`config.mk`:
```
export PLATFORM = sky130hd
export DESIGN_NAME = cake_game
export DESIGN_NICKNAME = d
export VERILOG_FILES = /design/src/rtl/cake_game_pkg.sv /design/src/rtl/cake_game_timer.sv /design/src/rtl/cake_game.sv
export SDC_FILE = /design/constraint.sdc
export NUM_CORES = 1
export LEC_CHECK = 0
export CAP_MARGIN = 20
export CORE_MARGIN = 3
export CORE_UTILIZATION = 40
export DETAILED_ROUTE_END_ITERATION = 16
export PLACE_DENSITY = 0.65
export SETUP_SLACK_MARGIN = 0.3
export SYNTH_ARGS = -nofsm -noshare
export SYNTH_HDL_FRONTEND = slang
export SYNTH_SLANG_ARGS = --single-unit
```
`constraint.sdc`:
```
create_clock -name clock -period 4.4 [get_ports clock]
set_input_delay 1.1 -clock clock [delete_from_list [all_inputs] [get_ports clock]]
set_output_delay 1.1 -clock clock [all_outputs]
set_load 0.03 [all_outputs]
```
`src/rtl/cake_game_pkg.sv`:
```
// Shared types and constants for the cake recipe minigame.
// State codes, recipe ROM contents and default timeouts.
package cake_game_pkg;

  typedef enum logic [3:0] {
    S_IDLE  = 4'd0,
    S_LOAD  = 4'd1,
    S_WAIT  = 4'd2,
    S_CHECK = 4'd3,
    S_FIM   = 4'd4
  } state_e;

  localparam int DEF_STEPS    = 7;
  localparam int DEF_T_NORMAL = 3000;
  localparam int DEF_T_HARD   = 1500;

  // Step 0 sits in the low three bits.
  localparam logic [20:0] RECIPE_NORMAL = {
    3'd7, 3'd6, 3'd5, 3'd4, 3'd3, 3'd2, 3'd1
  };
  localparam logic [20:0] RECIPE_HARD = {
    3'd4, 3'd5, 3'd2, 3'd7, 3'd1, 3'd6, 3'd3
  };

  function automatic logic [2:0] recipe(
    input logic       hard,
    input logic [2:0] step
  );
    logic [20:0] rom;
    logic [20:0] sh;
    rom = hard ? RECIPE_HARD : RECIPE_NORMAL;
    sh  = rom >> (3 * int'(step));
    return (step > 3'd6) ? 3'd0 : sh[2:0];
  endfunction

  function automatic logic [6:0] onehot(input logic [2:0] code);
    logic [6:0] r;
    r = '0;
    if (code != 3'd0) r[code - 3'd1] = 1'b1;
    return r;
  endfunction

endpackage

```
`src/rtl/cake_game_timer.sv`:
```
// Loadable down-counter for the per-step timeout.
// Stops at zero; zero flag is decoded from the count register.
module cake_game_timer #(
  parameter int W = 12
) (
  input  logic         clock,
  input  logic         reset,
  input  logic         load,
  input  logic [W-1:0] value,
  input  logic         en,
  output logic         zero
);

  logic [W-1:0] count_q;
  logic [W-1:0] count_d;

  always_comb begin
    count_d = count_q;
    if (load)
      count_d = value;
    else if (en && count_q != '0)
      count_d = count_q - 1'b1;
  end

  always_ff @(posedge clock or posedge reset) begin
    if (reset) count_q <= '0;
    else       count_q <= count_d;
  end

  assign zero = (count_q == '0);

endmodule

```
`src/rtl/cake_game.sv`:
```
// Cake recipe reaction minigame: FSM, press-edge detect and scoring.
// Define CAKE_GAME_STRICT_EN to end the game on the first miss.
module cake_game
  import cake_game_pkg::*;
#(
  parameter int STEPS    = DEF_STEPS,
  parameter int T_NORMAL = DEF_T_NORMAL,
  parameter int T_HARD   = DEF_T_HARD
) (
  input  logic       clock,
  input  logic       reset,
  input  logic       jogar,
  input  logic       dificuldade,
  input  logic [6:0] botoes,
  output logic [3:0] estado,
  output logic [6:0] jogadas,
  output logic [2:0] leds,
  output logic [2:0] pontuacao,
  output logic       pronto
);

  localparam int TW = $clog2(T_NORMAL + 1);
  localparam logic [2:0] LAST = 3'(STEPS - 1);
  localparam logic [TW-1:0] TV_NORMAL = TW'(T_NORMAL);
  localparam logic [TW-1:0] TV_HARD   = TW'(T_HARD);

  state_e     state_q, state_d;
  logic [2:0] step_q, step_d;
  logic [2:0] score_q, score_d;
  logic [6:0] jogadas_q, jogadas_d;
  logic       diff_q, diff_d;
  logic       hit_q, hit_d;
  logic [6:0] prev_botoes_q;

  logic       press;
  logic [2:0] code;
  logic       t_load;
  logic       t_en;
  logic       t_zero;

  // Sampled through reset too, so a button held across reset is not a press.
  always_ff @(posedge clock) begin
    prev_botoes_q <= botoes;
  end

  assign press  = (botoes != '0) && (prev_botoes_q == '0);
  assign code   = recipe(diff_q, step_q);
  assign t_load = (state_q == S_LOAD);
  assign t_en   = (state_q == S_WAIT) && !press && !t_zero;

  cake_game_timer #(
    .W (TW)
  ) u_timer (
    .clock (clock),
    .reset (reset),
    .load  (t_load),
    .value (diff_q ? TV_HARD : TV_NORMAL),
    .en    (t_en),
    .zero  (t_zero)
  );

  always_comb begin
    state_d   = state_q;
    step_d    = step_q;
    score_d   = score_q;
    jogadas_d = jogadas_q;
    diff_d    = diff_q;
    hit_d     = hit_q;
    unique case (state_q)
      S_IDLE, S_FIM: begin
        if (jogar) begin
          state_d   = S_LOAD;
          step_d    = '0;
          score_d   = '0;
          jogadas_d = '0;
          diff_d    = dificuldade;
        end
      end
      S_LOAD: state_d = S_WAIT;
      S_WAIT: begin
        if (press) begin
          jogadas_d = botoes;
          hit_d     = (botoes == onehot(code));
          state_d   = S_CHECK;
        end else if (t_zero) begin
          hit_d   = 1'b0;
          state_d = S_CHECK;
        end
      end
      S_CHECK: begin
        if (hit_q && score_q != 3'd7)
          score_d = score_q + 3'd1;
`ifdef CAKE_GAME_STRICT_EN
        if (!hit_q || step_q == LAST)
          state_d = S_FIM;
`else
        if (step_q == LAST)
          state_d = S_FIM;
`endif
        else begin
          step_d  = step_q + 3'd1;
          state_d = S_LOAD;
        end
      end
      default: state_d = S_IDLE;
    endcase
  end

  always_ff @(posedge clock or posedge reset) begin
    if (reset) begin
      state_q   <= S_IDLE;
      step_q    <= '0;
      score_q   <= '0;
      jogadas_q <= '0;
      diff_q    <= 1'b0;
      hit_q     <= 1'b0;
    end else begin
      state_q   <= state_d;
      step_q    <= step_d;
      score_q   <= score_d;
      jogadas_q <= jogadas_d;
      diff_q    <= diff_d;
      hit_q     <= hit_d;
    end
  end

  assign estado    = state_q;
  assign jogadas   = jogadas_q;
  assign pontuacao = score_q;
  assign pronto    = (state_q == S_FIM);
  assign leds      = (state_q == S_WAIT) ? code : 3'd0;

endmodule

```
Word level (Yosys, flattened, before mapping) --
Cells that the tools add are included. Widths: inputs -> output; s select.
Storage, ports and cells: word-level logic and storage cells 80, flip-flop bits (word level) 38, input bits 11, output and inout port bits 18
Cells by class: $lt $le $gt $ge 3, equal/unequal tests 12, mux-type cells 26, reductions and logical operators 25, $mul 1, shift-type cells 1, add/sub/neg operators 4
Operator list (count):
- $mux 12 | 3
- $mux 7 | 5
- $shr 21x5->3 | 1
- $mux 20 | 1
- $mux 3 | 6
- $pmux 4 s4 | 1
- $pmux 7 s2 | 1
- $logic_not 12->1 | 1
- $mux 4 | 3
- $pmux 3 s2 | 2
- $reduce_bool 12->1 | 1
- $sub 12x1->12 const B | 1
- $reduce_and 3->1 | 3
- $eq 4x2->1 const B | 2
- $ne 2x2->1 const B | 4
- $reduce_bool 2->1 | 4
- $eq 7x7->1 | 1
- $logic_not 7->1 | 1
- $reduce_bool 7->1 | 1
- $add 3x1->3 const B | 2
- $logic_and 1x1->1 | 6
- $ne 3x3->1 const B | 2
- $reduce_and 2->1 | 3
- $mul 2x3->5 const A | 1
- 13 further kinds | 16

Depth between registers and ports, before layout --
Gate-level depths: netlist (run 1).
depth after elaboration 13, depth in mapped cells 14, mapped depth without buffers 14

Hierarchy --
Synthesis (run 1) repeated with hierarchy kept, for this count alone.
Unflattened totals: cell total of the unflattened synthesis 235, area, all modules 2214.6 sq um
Modules (own cells, without submodules):
- cake_game | area each 1422.6 sq um, cells each 153, times used 1, seq. area each 590.6 sq um
- cake_game_timer | area each 792.0 sq um, cells each 82, times used 1, seq. area each 300.3 sq um

Least setup slack after synthesis (run 1) --
Ideal clock, no wire load.
kind reg-to-output, from reg step_q[0], to out leds[0], arrival time 1.687 ns, cell stages (with the launch flop) 7, data required time 3.300 ns, setup slack 1.613 ns, cells stage by stage dfrtp_1 > inv_1 > ha_1 > a211oi_1 > a21o_1 > inv_2 > nor2_1
On the way: longest elaborated chain between the ends 4
RTL lines:
- start, declared | RTL line cake_game.sv:28 | logic [2:0] step_q, step_d;
- start signal, assigned | RTL line cake_game.sv:119 | step_q <= step_d;
- $mul 2x3->5 | RTL line cake_game_pkg.sv:32 | sh = rom >> (3 * int'(step));
- $shr 21x5->3 | RTL line cake_game_pkg.sv:32
- $mux 3 * | RTL line cake_game_pkg.sv:33 | return (step > 3'd6) ? 3'd0 : sh[2:0];
- $mux 3 * | RTL line cake_game.sv:131 | assign leds = (state_q == S_WAIT) ? code : 3'd0;
- end, declared | RTL line cake_game.sv:17 | output logic [2:0] leds,
Every way passes the cells marked *; elsewhere a longest branch is shown, timed or not.

Worst setup path after layout (run 1) --
Ends and elaborated chain as after synthesis.

==> results of run 1 <==
-- kinds of logic (layout without fill, tap and decap cells) --
logic type      count (synthesis)  count (layout)
flops                          37              37
buf+inv                        18              47
other cells                     1               1
xor+xnor                        5               5
compound gates                 63              63
mux                             4               4
fa+ha+maj                      12              12
simple gates                   96              96
-- worst max-delay path, delay by kind of cell (launching register included) --
kind            cells  cell delay, ns
compound gates      2            0.39
fa+ha+maj           1            0.35
buf+inv             3            0.91
flops               1            0.47
simple gates        1            0.10
-- power by group through the flow --
stage | combinational [mW] | clock [mW] | sequential [mW]
after global routing | 1.13 | 0.282 | 0.570
after CTS | 1.01 | 0.267 | 0.552
after global placement | 0.996 | 0 | 0.557
after detailed placement | 1.00 | 0 | 0.557
after floorplan | 0.696 | 0 | 0.593
final | 1.01 | 0.260 | 0.551
-- per-layer routing --
metal | global-route usage | vias to the layer above | part of all wire
met1 | 0.2244 | 817 | 0.51
met4 | 0.05498 | 0 | 0.015
met3 | 0.04195 | 7 | 0.049
met5 | 0 | - | 0
li1 | - | 902 | -
met2 | 0.2436 | 45 | 0.43
-- worst paths after layout --
path | startpoint | endpoint | depth (start not counted)
max in group asynchronous | reset | estado[1] | 3
min reg2reg | jogadas[2] | jogadas[2] | 2
min | jogadas[2] | jogadas[2] | 2
max | step_q[0] | leds[0] | 7
max reg2reg | step_q[0] | hit_q | 12
min in group asynchronous | reset | jogadas[6] | 3
-- layout make-up --
class / instances / share of cell area
Multi-Input combinational cell: 181 / 0.4524
Sequential cell: 37 / 0.3497
Timing Repair Buffer: 28 / 0.1090
Clock buffer: 7 / 0.03782
Tap cell: 67 / 0.03291
Inverter: 11 / 0.01621
Clock inverter: 1 / 0.001965
-- cells in the final DEF, fill, tap and decap left out, types with 3 or more instances in the layout --
| master | n |
|---|---|
| sky130_fd_sc_hd__clkbuf_8 | 7 |
| sky130_fd_sc_hd__a21oi_1 | 4 |
| sky130_fd_sc_hd__nor2_1 | 17 |
| sky130_fd_sc_hd__mux2i_1 | 3 |
| sky130_fd_sc_hd__inv_1 | 10 |
| sky130_fd_sc_hd__dfxtp_1 | 7 |
| sky130_fd_sc_hd__xnor2_1 | 5 |
| sky130_fd_sc_hd__nor4_1 | 5 |
| sky130_fd_sc_hd__and2_1 | 3 |
| sky130_fd_sc_hd__nand2b_1 | 3 |
| sky130_fd_sc_hd__nand3_1 | 7 |
| sky130_fd_sc_hd__nand2_1 | 39 |
| sky130_fd_sc_hd__clkdlybuf4s50_1 | 27 |
| sky130_fd_sc_hd__o21ai_0 | 28 |
| sky130_fd_sc_hd__ha_1 | 12 |
| sky130_fd_sc_hd__dfrtp_1 | 30 |
| sky130_fd_sc_hd__nor3_1 | 6 |
| sky130_fd_sc_hd__nand3b_1 | 3 |
-- per-stage QoR --
stage          utilization  setup slack [ns]  cell area [um2]
2_1_floorplan            -             1.613             2121
3_3_place_gp        0.4981            0.9933             2446
3_5_place_dp        0.4981            0.9512             2446
4_1_cts             0.5187            0.7676             2547
5_1_grt             0.5187            0.6246             2547
6_report            0.5187            0.7885             2547
-- state kept, by name, indices dropped and copies added (netlist names) --
register and cells:
pontuacao 3, jogadas 7, estado 3, step_q 3
prev_botoes_q 7, u_timer.count_q 12, hit_q 1, diff_q 1
==> key figures, run 1 <==
Status
  – Run status: finished, final reports clean

STA
  – Worst clock skew on the final layout: 0.005480 ns
  – TNS Setup: 0 ns
  – Number of failing hold endpoints at the final stage: 0
  – Final Hold Slack: between 0.4 and 0.5 ns
  – Maximum clock frequency: between 0.2 and 0.3 GHz
  – Minimum clock period after layout: roughly 3.6 ns
  – Unrepaired setup endpoints after global routing: false
  – Max transition margin: 0.3409
  – Least-Margin Pin Slew: a little under 1 ns
  – Max-slew violation count: 0
  – Number of setup violations in the final report: 0
  – Final period util: 0.8208

Power and ir drop
  – Share of power burned in registers: 0.303
  – Share of power burned in the clock network: 0.143
  – Internal Pwr Total: 987.5 uW
  – Fraction of power consumed by combinational cells: 0.555
  – Ratio of total power to cell area: ~710 nW/um2
  – Total power of the final layout: approximately 1.8 mW
  – Leakage power: 1.055 nW
  – Peak VDD IR: 256.7 uV
  – Power dissipated by switching net loads: roughly 830 uW
  – Switching share of total power: 0.4576

Setup path
  – Worst path required time: 3.30 ns
  – Setup slack, reg-to-reg: 1.33 ns
  – Worst-path cell chain: inv_1, ha_1, a211oi_1, a21o_1, inv_2, nor2_1, clkdlybuf4s50_1
  – Largest incremental delay on the critical path: 0.68 ns
  – Highest-delay cell along the critical path: sky130_fd_sc_hd__clkdlybuf4s50_1
  – Startpoint class of the critical path: flip-flop
  – Start-to-end type of the worst setup path: flip-flop to output port
  – Data arrival, critical path: roughly 2.5 ns
  – Maximum fanout count along the critical path: 11
  – Type of destination of the critical path: output port

Route
  – Routed WL per cell: approximately 14 um
  – Mean number of vias per cell: ~5.3
  – Number of vias after detailed routing: between 1,500 and 2,000
  – First-pass DRT Iterations: 4
  – DRT antenna net count: 0
  – Total detailed-routing wirelength: between 4000 and 5000 um
  – Violation count after the first detailed-route iteration: 78
  – Detailed-route DRC error count: 0

Global route
  – Largest net degree at the start of global routing: 31
  – Global-route usage over all layers: 0.1613
  – First-pass GRT wire length: between 8000 and 9000 um
  – Number of global-route vias before repair: 1,648
  – Remaining Overflow, GRT: 0
  – Antenna violations before repair: 0

Logic synthesis
  – Fraction of the mapped netlist area in adder cells: 0.07080
  – Most used standard cell by instance count after synthesis: sky130_fd_sc_hd__nand2_1
  – Post-synthesis compound-gate area fraction: 0.2024
  – Commonest cells post-synth: sky130_fd_sc_hd__nand2_1, sky130_fd_sc_hd__dfrtp_1, sky130_fd_sc_hd__o21ai_0, sky130_fd_sc_hd__nor2_1, sky130_fd_sc_hd__ha_1
  – Avg Inst Size Synth: between 8 and 9 um2
  – Yosys top cell by area: sky130_fd_sc_hd__dfrtp_1
  – Post-synthesis xor/xnor area fraction: 0.02065
  – Main combinational cell family by area after synthesis: simple AND/OR/NAND/NOR gates
  – Post-synth ARST share: 0.8108
  – Number of enable flip-flop cells after synthesis: 0
  – Post-synthesis instance area: about 2100 um2
  – Area share of and/or/nand/nor cells after synthesis: 0.2283
  – Post-synthesis sequential area ratio: 0.4201
  – Post-synthesis register bit count: 37
  – Most instantiated flip-flop cell in the synthesis netlist: sky130_fd_sc_hd__dfrtp_1
  – Syn Inst Count: roughly 240
  – Share of synthesized area spent on multiplexers: 0.01947
  – Area share of the largest cell type after synthesis: 0.3540
  – Post-Syn Nets: 259
  – Yosys warning total: 0
  – Yosys cell types: 55
  – Leading cell types by total area after synthesis: sky130_fd_sc_hd__dfrtp_1, sky130_fd_sc_hd__ha_1, sky130_fd_sc_hd__nand2_1, sky130_fd_sc_hd__dfxtp_1, sky130_fd_sc_hd__o21ai_0

Place
  – DP Wirelength: ~3300 um
  – Number of buffers added on ports: 27
  – Placer congestion estimate: around 0.86
  – Total instance count after detailed placement: around 320

Clock network
  – Clock latency at the later pin of the worst-skew pair: 0.29 ns
  – Maximum buffer depth of the clock tree: 2
  – Gates resized, CTS repair: 0
  – Sink Count: 37
  – Deepest level of the CTS H-tree: 2
  – Clk Tree Root Cell: sky130_fd_sc_hd__clkbuf_8
  – CTS clk-pin slew, worst paths: 0.07 ns
  – Post-CTS setup repair buffer count: 0
  – Quantity of hold-fixing buffers added after cts: 0
  – Clock tree from TritonCTS: done
  – CTS buffer count: 5

Cells and area
  – Nets@finish: between 200 and 300
  – FF/Latch Area: roughly 900 um2
  – N_diodes: 0
  – Area delta synth->final: 20.12%
  – Area of the multi-input gates: 1152 um2
  – Fraction of final layout cells with drive strength greater than 1: 0.07170
  – Final cell count without fillers: 332
  – Layout fillers: 484

Floorplanning
  – Area of the core: between 4000 and 5000 um2
  – Die W: about 80 um
  – I/O pin count: 29
  – Std cell rows: 25
  – Initial standard-cell utilization of the core: 0.4318
  – Die height: between 70 and 80 um
  – DIE AREA: 6212 um2

Run
  – Number of max-cap violations: 0

Worst hold path
  – Type of the tightest min-delay check: flip-flop to flip-flop
Power figures use the tool's default switching activity.
==> run 2: changes to the inputs <==
==> constraint.sdc (replaced) <==
create_clock -name clock -period 3.44 [get_ports clock]
set_input_delay 0.86 -clock clock [delete_from_list [all_inputs] [get_ports clock]]
set_output_delay 0.86 -clock clock [all_outputs]
set_load 0.03 [all_outputs]
==> run 2 against run 1 <==
  * Combinational power rose by 37%
  * Register-to-register slack got worse by 0.83 ns
  * Cell count grew 0.90%
  * Worst setup slack worse by 0.29 ns
  * Largest cell class unchanged
  * Largest power group unchanged
==> key figures, run 2 (same netlist as run 1, synthesis figures left out) <==
Status
  – Run status: finished, final reports clean

Floorplanning
  – DIE AREA: around 6200 um2
  – Die W: 78.82 um
  – I/O pin count: 29
  – Die height: around 79 um
  – Std cell rows: 25
  – Initial standard-cell utilization of the core: 0.4318
  – Area of the core: around 5000 um2

Clock network
  – Clk Tree Root Cell: sky130_fd_sc_hd__clkbuf_8
  – Sink Count: 37
  – Quantity of hold-fixing buffers added after cts: 0
  – Clock latency at the later pin of the worst-skew pair: a little under 0.3 ns
  – Gates resized, CTS repair: 3
  – Clock tree from TritonCTS: done
  – CTS clk-pin slew, worst paths: approximately 0.070 ns
  – Maximum buffer depth of the clock tree: 2
  – Deepest level of the CTS H-tree: 2
  – CTS buffer count: 5
  – Post-CTS setup repair buffer count: 0

Global route
  – Remaining Overflow, GRT: 0
  – Antenna violations before repair: 0
  – Largest net degree at the start of global routing: 31
  – First-pass GRT wire length: 8017 um
  – Number of global-route vias before repair: between 1,500 and 2,000
  – Global-route usage over all layers: 0.1622

Cells and area
  – Commonest non-fill, non-tap cell in the layout: sky130_fd_sc_hd__nand2_1
  – Fraction of final layout cells with drive strength greater than 1: 0.1007
  – Number of flip-flops under the largest register name: 12
  – Register with the most flip-flops: u_timer.count_q
  – Layout fillers: between 400 and 500
  – Nets@finish: 290
  – Highest-count cells in the layout ignoring fill and taps: sky130_fd_sc_hd__nand2_1, sky130_fd_sc_hd__dfrtp_1, sky130_fd_sc_hd__o21ai_0
  – Final cell count without fillers: about 340
  – Area delta synth->final: 20.94%
  – N_diodes: 0

Power and ir drop
  – Peak VDD IR: 480.0 uV
  – Leakage power: 1.063 nW
  – Total power of the final layout: 2.368 mW
  – Ratio of total power to cell area: ~920 nW/um2

STA
  – Max-slew violation count: 0
  – Least-Margin Pin Slew: roughly 0.54 ns
  – Max transition margin: 0.6375
  – Final Hold Slack: 0.4789 ns
  – Unrepaired setup endpoints after global routing: false
  – Number of setup violations in the final report: 0
  – Worst clock skew on the final layout: 0.005325 ns
  – Maximum clock frequency: 0.3399 GHz
  – Number of failing hold endpoints at the final stage: 0
  – Final period util: 0.8554
  – Minimum clock period after layout: between 2 and 3 ns
  – TNS Setup: 0 ns

Place
  – Placer congestion estimate: between 0.8 and 0.9
  – DP Wirelength: 3340 um
  – Total instance count after detailed placement: about 330
  – Number of buffers added on ports: 27

Route
  – Mean number of vias per cell: roughly 5.3
  – Routed WL per cell: 13.89 um
  – First-pass DRT Iterations: 4
  – Total detailed-routing wirelength: 4654 um
  – Detailed-route DRC error count: 0
  – Violation count after the first detailed-route iteration: 98
  – Number of vias after detailed routing: roughly 1,800
  – DRT antenna net count: 0

Setup path
  – Start-to-end type of the worst setup path: flip-flop to flip-flop
  – Highest-delay cell along the critical path: sky130_fd_sc_hd__or4_1
  – Worst flop-to-flop path endpoint: hit_q
  – Largest incremental delay on the critical path: 0.53 ns
  – Depth of the worst register-to-register path: 10
  – Startpoint of the lowest-slack register-to-register path: step_q[0]
  – Startpoint class of the critical path: flip-flop
  – Data arrival, critical path: around 3.2 ns
  – Type of destination of the critical path: flip-flop
  – Worst path required time: approximately 3.6 ns
  – Buffers plus inverters on the worst setup path: 3
  – Cell seen most often among critical-path stages: sky130_fd_sc_hd__inv_1
  – Worst-path cell chain: inv_1, ha_1, a211oi_1, a21o_1, inv_2, ha_2, inv_1, or4_1, a311o_1, o31ai_2
  – Maximum fanout count along the critical path: 11
  – Category of cells accounting for the largest share of critical-path delay: compound AO/OA/AOI/OAI gates
  – Setup slack, reg-to-reg: between 0.4 and 0.5 ns

Worst hold path
  – Hold path startpoint: jogadas[6]
  – Type of the tightest min-delay check: flip-flop to flip-flop
  – Hold path depth: 2
  – End of the worst hold path: jogadas[6]

Run
  – Number of max-cap violations: 0
## run 2: metal layers
layer | vias to the layer above | routed length [um] | track usage
met5 | - | 0 | 0
met4 | 0 | 55 | 0.04811
met2 | 50 | 2079 | 0.2538
li1 | 905 | - | -
met1 | 826 | 2315 | 0.2246
met3 | 7 | 203 | 0.03628
## run 2: metrics by stage
step,util,area (um2),setup WS [ns]
CTS,0.5195,2551,0.3255
floorplan,-,2121,0.7092
global placement,0.5027,2469,0.3563
global route,0.5223,2565,0.3064
finish,0.5223,2565,0.4976
detailed placement,0.5027,2469,0.2805
## run 2: tightest hold or removal path: stages, from the launching register on
cell,delay (ns)
sky130_fd_sc_hd__dfrtp_1,0.34
sky130_fd_sc_hd__nand2_1,0.04
sky130_fd_sc_hd__o21ai_0,0.06
## run 2: area by class of cell
cell class / count / area [um2] / area share
Multi-Input combinational cell: 181 / 1167 / 0.4551
Sequential cell: 37 / 893.4 / 0.3483
Timing Repair Buffer: 31 / 292.8 / 0.1141
Tap cell: 67 / 83.83 / 0.03268
Clock buffer: 5 / 68.82 / 0.02683
Inverter: 11 / 41.29 / 0.01610
Clock inverter: 3 / 17.52 / 0.006829
## run 2: worst max path at each step
| stage | start | to | slack (ns) | depth (start not counted) |
|---|---|---|---|---|
| after global placement | botoes[2] | u_timer.count_q[7] | 0.36 | 8 |
| final | step_q[0] | hit_q | 0.50 | 10 |
| after CTS | step_q[0] | leds[0] | 0.33 | 7 |
| after detailed placement | botoes[2] | u_timer.count_q[7] | 0.28 | 8 |
| after floorplan | step_q[0] | hit_q | 0.71 | 12 |
| after global routing | step_q[1] | leds[1] | 0.31 | 6 |
## run 2: power breakdown
group	total (mW)	leakage, nW	switching (mW)	internal, mW
registers	0.693	0.432	0.129	0.564
clock network	0.296	0.0439	0.157	0.140
logic	1.38	0.587	0.813	0.565
